===== src/rtl/uart_loader_pkg.sv =====
// ktc32_loader_pkg: loader and RX state encodings plus shared constants.
// Rev 1.0. Optional macro LOADER_CHECKSUM_EN adds the S_CSUM state.
`default_nettype none

package ktc32_loader_pkg;

  localparam int WORD_BYTES = 4;

  typedef enum logic [2:0] {
    S_LEN_LO = 3'd0,
    S_LEN_HI = 3'd1,
    S_DATA   = 3'd2,
`ifdef LOADER_CHECKSUM_EN
    S_CSUM   = 3'd3,
`endif
    S_DONE   = 3'd4,
    S_ERR    = 3'd5
  } loader_state_t;

  typedef enum logic [1:0] {
    RX_IDLE  = 2'd0,
    RX_START = 2'd1,
    RX_DATA  = 2'd2,
    RX_STOP  = 2'd3
  } rx_state_t;

endpackage

`default_nettype wire


===== src/rtl/uart_rx.sv =====
// uart_rx: 8N1 receiver with 2-flop input synchronizer, start-bit recheck and framing detect.
// Rev 1.0.
`default_nettype none

module uart_rx
  import ktc32_loader_pkg::*;
#(
  parameter int CLKS_PER_BIT = 868
) (
  input  logic       clk,
  input  logic       reset,
  input  logic       rx,
  output logic [7:0] byte_data,
  output logic       byte_valid,
  output logic       framing_err
);

  localparam int CW = $clog2(CLKS_PER_BIT + 1);

  logic [1:0]    sync_ff;
  logic          rx_s;
  logic          rx_prev;
  logic          fall;
  rx_state_t     state, state_next;
  logic [CW-1:0] cnt;
  logic [2:0]    bit_idx;
  logic [7:0]    shreg;
  logic          cnt_full;
  logic          cnt_half;

  assign rx_s     = sync_ff[1];
  assign fall     = rx_prev & ~rx_s;
  assign cnt_full = (cnt == CW'(CLKS_PER_BIT - 1));
  assign cnt_half = (cnt == CW'(CLKS_PER_BIT / 2 - 1));

  always_ff @(posedge clk) begin
    if (reset) begin
      state <= RX_IDLE;
    end else begin
      state <= state_next;
    end
  end

  always_comb begin
    state_next = state;
    case (state)
      RX_IDLE:  if (fall) state_next = RX_START;
      // A line that is high again at mid start bit was only a glitch.
      RX_START: if (cnt_half) state_next = rx_s ? RX_IDLE : RX_DATA;
      RX_DATA:  if (cnt_full && bit_idx == 3'd7) state_next = RX_STOP;
      RX_STOP:  if (cnt_full) state_next = RX_IDLE;
      default:  state_next = RX_IDLE;
    endcase
  end

  always_ff @(posedge clk) begin
    if (reset) begin
      sync_ff     <= 2'b11;
      rx_prev     <= 1'b1;
      cnt         <= '0;
      bit_idx     <= '0;
      shreg       <= '0;
      byte_valid  <= 1'b0;
      framing_err <= 1'b0;
    end else begin
      sync_ff     <= {sync_ff[0], rx};
      rx_prev     <= rx_s;
      byte_valid  <= (state == RX_STOP) && cnt_full && rx_s;
      framing_err <= (state == RX_STOP) && cnt_full && !rx_s;
      if (state == RX_IDLE || state_next != state || (state == RX_DATA && cnt_full)) begin
        cnt <= '0;
      end else begin
        cnt <= cnt + 1'b1;
      end
      if (state == RX_START) begin
        bit_idx <= '0;
      end else if (state == RX_DATA && cnt_full) begin
        shreg   <= {rx_s, shreg[7:1]};
        bit_idx <= bit_idx + 3'd1;
      end
    end
  end

  assign byte_data = shreg;

endmodule

`default_nettype wire


===== src/rtl/uart_loader.sv =====
// uart_loader: receives a length-prefixed word image over UART and writes it to instruction RAM.
// Rev 1.0. Optional macro LOADER_CHECKSUM_EN adds a trailing XOR checksum byte.
`default_nettype none

module uart_loader
  import ktc32_loader_pkg::*;
#(
  parameter int CLK_FREQ   = 100000000,
  parameter int BAUD       = 115200,
  parameter int ADDR_WIDTH = 10
) (
  input  logic                  clk,
  input  logic                  reset,
  input  logic                  rx,
  output logic                  mem_we,
  output logic [ADDR_WIDTH-1:0] mem_addr,
  output logic [31:0]           mem_wdata,
  output logic                  cpu_hold,
  output logic                  done,
  output logic                  error
);

  localparam int          CLKS_PER_BIT = CLK_FREQ / BAUD;
  localparam logic [16:0] MAX_WORDS    = 17'd1 << ADDR_WIDTH;
`ifdef LOADER_CHECKSUM_EN
  localparam loader_state_t AFTER_DATA = S_CSUM;
`else
  localparam loader_state_t AFTER_DATA = S_DONE;
`endif

  logic [7:0]        byte_data;
  logic              byte_valid;
  logic              framing_err;
  loader_state_t     state, state_next;
  logic [1:0]        byte_cnt;
  logic [23:0]       word_buf;
  logic [ADDR_WIDTH:0] word_idx;
  logic [7:0]        len_lo;
  logic [15:0]       len;
  logic [16:0]       new_len;
  logic              word_complete;
  logic              last_word;
`ifdef LOADER_CHECKSUM_EN
  logic [7:0]        csum;
`endif

  uart_rx #(
    .CLKS_PER_BIT(CLKS_PER_BIT)
  ) u_rx (
    .clk        (clk),
    .reset      (reset),
    .rx         (rx),
    .byte_data  (byte_data),
    .byte_valid (byte_valid),
    .framing_err(framing_err)
  );

  assign new_len       = {1'b0, byte_data, len_lo};
  assign word_complete = (byte_cnt == 2'(WORD_BYTES - 1));
  assign last_word     = (17'(word_idx) + 17'd1 == {1'b0, len});

  always_ff @(posedge clk) begin
    if (reset) begin
      state <= S_LEN_LO;
    end else begin
      state <= state_next;
    end
  end

  always_comb begin
    state_next = state;
    if (framing_err && state != S_DONE && state != S_ERR) begin
      state_next = S_ERR;
    end else if (byte_valid) begin
      case (state)
        S_LEN_LO: state_next = S_LEN_HI;
        S_LEN_HI: begin
          if (new_len > MAX_WORDS)  state_next = S_ERR;
          else if (new_len == '0)   state_next = AFTER_DATA;
          else                      state_next = S_DATA;
        end
        S_DATA:   if (word_complete && last_word) state_next = AFTER_DATA;
`ifdef LOADER_CHECKSUM_EN
        S_CSUM:   state_next = (byte_data == csum) ? S_DONE : S_ERR;
`endif
        default:  state_next = state;
      endcase
    end
  end

  always_comb begin
    cpu_hold = (state != S_DONE);
    done     = (state == S_DONE);
    error    = (state == S_ERR);
  end

  // Bytes arrive little-endian: shift the first three down, merge the fourth on top.
  always_ff @(posedge clk) begin
    if (reset) begin
      mem_we    <= 1'b0;
      mem_addr  <= '0;
      mem_wdata <= '0;
      byte_cnt  <= '0;
      word_buf  <= '0;
      word_idx  <= '0;
      len_lo    <= '0;
      len       <= '0;
`ifdef LOADER_CHECKSUM_EN
      csum      <= '0;
`endif
    end else begin
      mem_we <= 1'b0;
      if (byte_valid) begin
        case (state)
          S_LEN_LO: len_lo <= byte_data;
          S_LEN_HI: len    <= new_len[15:0];
          S_DATA: begin
`ifdef LOADER_CHECKSUM_EN
            csum     <= csum ^ byte_data;
`endif
            byte_cnt <= byte_cnt + 2'd1;
            word_buf <= {byte_data, word_buf[23:8]};
            if (word_complete) begin
              mem_we    <= 1'b1;
              mem_addr  <= word_idx[ADDR_WIDTH-1:0];
              mem_wdata <= {byte_data, word_buf};
              word_idx  <= word_idx + 1'b1;
            end
          end
          default: ;
        endcase
      end
    end
  end

endmodule

`default_nettype wire


===== config.mk =====
export PLATFORM = sky130hd
export DESIGN_NAME = uart_loader
export DESIGN_NICKNAME = d
export VERILOG_FILES = /design/src/rtl/uart_loader_pkg.sv /design/src/rtl/uart_rx.sv /design/src/rtl/uart_loader.sv
export SDC_FILE = /design/constraint.sdc
export NUM_CORES = 1
export LEC_CHECK = 0
export CAP_MARGIN = 30
export CORE_ASPECT_RATIO = 1.1
export CORE_MARGIN = 8
export CORE_UTILIZATION = 45
export CTS_BUF_LIST = sky130_fd_sc_hd__clkbuf_16
export CTS_CLUSTER_SIZE = 25
export DETAILED_ROUTE_END_ITERATION = 10
export PLACE_DENSITY_LB_ADDON = 0.1
export SYNTH_ARGS = -nofsm -noshare
export SYNTH_HDL_FRONTEND = slang
export SYNTH_HIERARCHICAL = 1
export SYNTH_SLANG_ARGS = --single-unit

===== constraint.sdc =====
create_clock -name clk -period 4.82 [get_ports clk]
set_clock_uncertainty 0.2 [all_clocks]
set_input_delay 0.964 -clock clk [delete_from_list [all_inputs] [get_ports clk]]
set_output_delay 0.964 -clock clk [all_outputs]
set_load 0.02 [all_outputs]

==> results.toml, run 1 <==
[status]
status = "finished, final reports clean"

[floorplanning]
die_x_um = 122
die_area_um2 = 16200
core-area_um2 = 12100
die-height_um = 133
ioPinCount = 49
num_rows = 42
initial_core_util = 0.462

[worst_setup_path]
required_ns = 3.66
worstPathArrival_ns = 1.84
worst-setup-path-type = "reg2out"
endpoint_kind = "output pin"
critical_path.max_fanout = 8
crit_slowest_cell = "clkdlybuf4s50_1"
slowest_delay_ns = 0.60
rrSetupSlack_ns = 2.03
crit_chain = "nand2b_1, nand2b_1, inv_1, clkdlybuf4s50_1"
start_kind = "flip-flop"
crit_top_cell = "nand2b_1"

[synthesis]
yosysTopAreaCellShare = 0.484
dominantRegCellSynth = "dfxtp_1"
ys_ff_latch = 135
synthArstFlopShare = 0
synthDistinctLibCells = 65
synth-seq-area-share = 0.484
synth_warnings = 6
yosys.area.top_type = "dfxtp_1"
syn-instance-count = 678
synth.net_count = 687
synth_edf_count = 0
syn_area_um2 = 5590
synth_area_leaders = "dfxtp_1, nand2_1, a21oi_1, xor2_1, nor2_1"
avgSynthCellArea_um2 = 8.24

[clocking]
cts_resized = 0
clkTransAtPathRegs_ns = 0.06
cts_tree = "done"
hold_buffers = 0
cts_buffer_depth = 2
cts_sinks = 135
htreeDepth = 4
numCtsBuffers = 17
clk_latency_ns = 0.42
cts_setup_buffers = 0
root_buffer = "clkbuf_16"

[place]
port_buffers = 48
hpwl_um = 8380
gp_congestion = 0.772
placedCellCount = 844

[min_path]
hold_class = "reg2reg"

[drt]
drtIter0Drc = 265
drt-wirelength-per-cell_um = 14.3
ant_nets = 0
drt_pass1_iterations = 5
drc = 0
dr_total_vias = 4595
routed_wirelength_um = 12600
via_per_inst = 5.25

[power_and_ir_drop]
switching_share = 0.215
p_sw_uw = 516
powerDensity_nw_per_um2 = 360
peakVddDrop_v = 0.000203
internal_power_mw = 1.88
p_seq_frac = 0.467
pwr-share-comb = 0.009
pwr-share-clk = 0.524
leakagePower_nw = 2.27

[global_route]
antenna_found_initial = 0
grtUsageTotal = 0.160
grt_first_pass_wirelength_um = 21100
globalRouteOverflowTotal = 0
grt_max_degree = 82
grt_pass1_vias = 4407

[sta]
fin_tns_setup_ns = 0
rsz0062_at_grt = "false"
worstMarginPinSlew_ns = 1.02
period_minus_slack_ns = 3.00
relSlewSlack = 0.320
setup_viol = 0
finalHoldViolCount = 0
finalCritPeriodShare = 0.623
maxSlewViolCount = 0
fmax_mhz = 333

[final_layout]
fin_nets = 718
drive_above_1_share = 0.0748
areaGrowthSynthToFinish_pct = 19.3
final_cell_count_no_fill = 876
final_cell_mix = "nand2_1, dfxtp_1, a21oi_1, clkdlybuf4s50_1, nor2_1"
mostFrequentLayoutCell = "nand2_1"
antenna_cells = 0

[job]
drv_cap = 0
==> routing by layer <==
metal | vias up | global-route usage | part of all wire
li1 | 2330 | - | -
met1 | 2160 | 0.194 | 0.45
met2 | 84 | 0.255 | 0.48
met3 | 21 | 0.0404 | 0.052
met4 | 0 | 0.0814 | 0.021
met5 | - | 0 | 0
==> through the flow <==
stage | total power [mW] | cell area, um2 | worst slack [ns] | util | hold slack [ns]
2_1_floorplan | 1.16 | 5590 | 2.62 | - | 0.189
3_3_place_gp | 1.17 | 6090 | 2.13 | 0.504 | 0.198
3_5_place_dp | 1.17 | 6090 | 2.01 | 0.504 | 0.196
4_1_cts | 2.43 | 6670 | 1.79 | 0.551 | 0.222
5_1_grt | 2.48 | 6670 | 1.71 | 0.551 | 0.235
6_report | 2.40 | 6670 | 1.82 | 0.551 | 0.220
==> Yosys cell counts (4+ instances only) <==
cell and instances:
a21oi_1 103, xnor2_1 12, dfxtp_1 135, or3_1 4, nand3_1 9, nand2_1 203, inv_1 9, nor2b_1 4
ha_1 6, clkbuf_1 22, nor2_1 33, mux2i_1 11, nor4_1 7, nor3_1 5, xor2_1 17, o21ai_0 5
buf_1 6, nand4_1 5, nand2b_1 4, and2_1 11, or2_2 4
==> critical path, delay by kind of cell, from the launching register on <==
kind	cells	cell delay, ns
flip-flops	1	0.37
AND/OR/NAND/NOR	2	0.40
buffers and inverters	2	0.66
==> power groups by stage <==
stage,sequential [mW],clock (mW),combinational [mW]
floorplan,1.14,0,0.0206
global placement,1.14,0,0.0225
detailed placement,1.14,0,0.0227
CTS,1.12,1.28,0.0227
global route,1.12,1.33,0.0251
finish,1.12,1.26,0.0227
==> registers in the layout, summed over array words and instances (netlist names), 2 cells and up <==
name / count
byte_cnt: 2
len: 16
len_lo: 8
mem_addr: 10
mem_wdata: 32
state: 3
u_rx/bit_idx: 3
u_rx/byte_data: 8
u_rx/cnt: 10
u_rx/state: 2
u_rx/sync_ff: 2
word_buf: 24
word_idx: 11
==> kinds of logic after synthesis <==
logic type / after synthesis / synth area share
AND/OR/NAND/NOR: 317 / 0.267
flip-flops: 135 / 0.484
AO/OA/AOI/OAI: 131 / 0.129
buffers and inverters: 49 / 0.0419
XOR/XNOR: 29 / 0.0455
multiplexers: 11 / 0.0197
adder cells (fa/ha/maj): 6 / 0.0134
==> path summary, 6_finish.rpt <==
kind	from	to	depth (start not counted)
worst max-delay path	state[1]$_SDFFE_PP0P_	done	4
worst min-delay path	u_rx/sync_ff[0]$_SDFF_PP1_	u_rx/sync_ff[1]$_SDFF_PP1_	1
worst max register to register	state[2]$_SDFFE_PP0P_	word_idx[10]$_SDFFE_PP0P_	6
worst min register to register	u_rx/sync_ff[0]$_SDFF_PP1_	u_rx/sync_ff[1]$_SDFF_PP1_	1
==> area by class of cell <==
class | count | area [um2]
Multi-Input combinational cell | 494 | 2650
Clock buffer | 17 | 425
Fill cell | 1192 | 5420
Timing Repair Buffer | 52 | 508
Tap cell | 154 | 193
Clock inverter | 15 | 151
Inverter | 9 | 33.8
Sequential cell | 135 | 2700
(Power assumes the default switching activity.)
==> inputs of run 2 (changes only) <==
==> constraint.sdc (replaced) <==
create_clock -name clk -period 3.03 [get_ports clk]
set_clock_uncertainty 0.2 [all_clocks]
set_input_delay 0.606 -clock clk [delete_from_list [all_inputs] [get_ports clk]]
set_output_delay 0.606 -clock clk [all_outputs]
set_load 0.02 [all_outputs]
==> run 2 against run 1 <==
Against the previous run:
- total power up 62%
- clock power up 64%
- die area unchanged
- routed wire length up 1.1%
- global-route usage about the same
- sequential power up 59%
- non-clock buffer count up 3
- critical path depth unchanged
- sequential cell count unchanged
- design area up 0.88%
- count of clock-buffer cells in the layout unchanged
==> results.toml, run 2 (synthesized netlist as in run 1, its figures left out) <==
[drt]
routed_wirelength_um = 12700
drt_pass1_iterations = 5
via_per_inst = 5.25
drc = 0
drtIter0Drc = 387
dr_total_vias = 4611
ant_nets = 0
drt-wirelength-per-cell_um = 14.4

[clocking]
clk_latency_ns = 0.40
cts_buffer_depth = 2
cts_setup_buffers = 0
numCtsBuffers = 17
cts_resized = 0
root_buffer = "clkbuf_16"
cts_sinks = 135
hold_buffers = 0
htreeDepth = 4
cts_tree = "done"
clkTransAtPathRegs_ns = 0.06

[final_layout]
antenna_cells = 0
drive_above_1_share = 0.0786
regMostFlops = "mem_wdata"
fin_nets = 721
fillers = 1174
largest_reg_flops = 32
seq_area_um2 = 2700
largestRegisters = "mem_wdata (32), word_buf (24), len (16)"
multi_input_area_um2 = 2650
final_cell_mix = "nand2_1, dfxtp_1, a21oi_1, clkdlybuf4s50_1, nor2_1"
mostFrequentLayoutCell = "nand2_1"
areaGrowthSynthToFinish_pct = 20.3

[sta]
maxSlewViolCount = 0
rsz0062_at_grt = "false"
worstMarginPinSlew_ns = 0.906
relSlewSlack = 0.394
fin_tns_setup_ns = 0
finalHoldViolCount = 0
finalCritPeriodShare = 0.870
fmax_mhz = 379
period_minus_slack_ns = 2.64
setup_viol = 0

[power_and_ir_drop]
powerDensity_nw_per_um2 = 579
peakVddDrop_v = 0.000410
leakagePower_nw = 2.30
total_power_mw = 3.89

[global_route]
grt_max_degree = 61
grt_pass1_vias = 4414
antenna_found_initial = 0
grt_first_pass_wirelength_um = 21300
globalRouteOverflowTotal = 0
grtUsageTotal = 0.160

[floorplanning]
initial_core_util = 0.462
num_rows = 42
die-height_um = 133
ioPinCount = 49
die_area_um2 = 16200
core-area_um2 = 12100
die_x_um = 122

[place]
gp_congestion = 0.824
port_buffers = 48
hpwl_um = 8600

[worst_setup_path]
start_kind = "flip-flop"
required_ns = 2.22
worstPathArrival_ns = 1.83
endpoint_kind = "output pin"
worst-setup-path-type = "reg2out"
critical_path.max_fanout = 8

[min_path]
hold_class = "reg2reg"

[status]
status = "finished, final reports clean"

[job]
drv_cap = 0
## run 2: cell count changes in the layout (fill, tap and decap cells not counted)
cell        change
clkinv_4        +2
buf_12          +1
bufinv_16       +1
buf_4           +2
clkinvlp_4      -2
inv_6           -1
## run 2: metrics by stage
step                hold slack [ns]  setup slack [ns]  instance area [um2]   util  std cells
finish                        0.209             0.393                 6720  0.556        879
global route                  0.232             0.284                 6720  0.556        879
CTS                           0.212             0.372                 6720  0.556        879
detailed placement            0.198             0.571                 6120  0.507        847
global placement              0.193             0.660                 6120  0.507        847
floorplan                     0.189             0.832                 5590      -        678
## run 2: cell type report
cell class / instances / share of cell area
Tap cell: 154 / 0.0287
Clock buffer: 17 / 0.0633
Timing Repair Buffer: 55 / 0.0808
Clock inverter: 15 / 0.0261
Inverter: 9 / 0.00502
Sequential cell: 135 / 0.402
Multi-Input combinational cell: 494 / 0.394
## run 2: worst paths after layout
check,slack (ns),end,cells past startpoint,start
setup / recovery,0.39,done,4,state[1]$_SDFFE_PP0P_
hold / removal,0.21,u_rx/sync_ff[1]$_SDFF_PP1_,1,u_rx/sync_ff[0]$_SDFF_PP1_
setup reg to reg,0.57,state[1]$_SDFFE_PP0P_,7,word_idx[0]$_SDFFE_PP0P_
hold reg to reg,0.21,u_rx/sync_ff[1]$_SDFF_PP1_,1,u_rx/sync_ff[0]$_SDFF_PP1_
## run 2: per-layer routing
layer  vias up  part of all wire  GRT usage  wire (um)
met5         -                 0          0          0
met4         0             0.011     0.0549        144
met2        88              0.47      0.261       6010
met3        12             0.048     0.0400        609
li1       2348                 -          -          -
met1      2163              0.47      0.200       5920
## run 2: where the power goes
group,internal [mW],switching (mW),total [mW]
Sequential,1.78,0.00435,1.78
Combinational,0.00958,0.0302,0.0397
Clock,1.30,0.774,2.07
Total,3.08,0.809,3.89
## run 2: critical path: stages (launching register included)
cell             delay, ns
dfxtp_1               0.37
nand2b_1              0.22
nand2b_1              0.19
inv_1                 0.06
clkdlybuf4s50_1       0.60
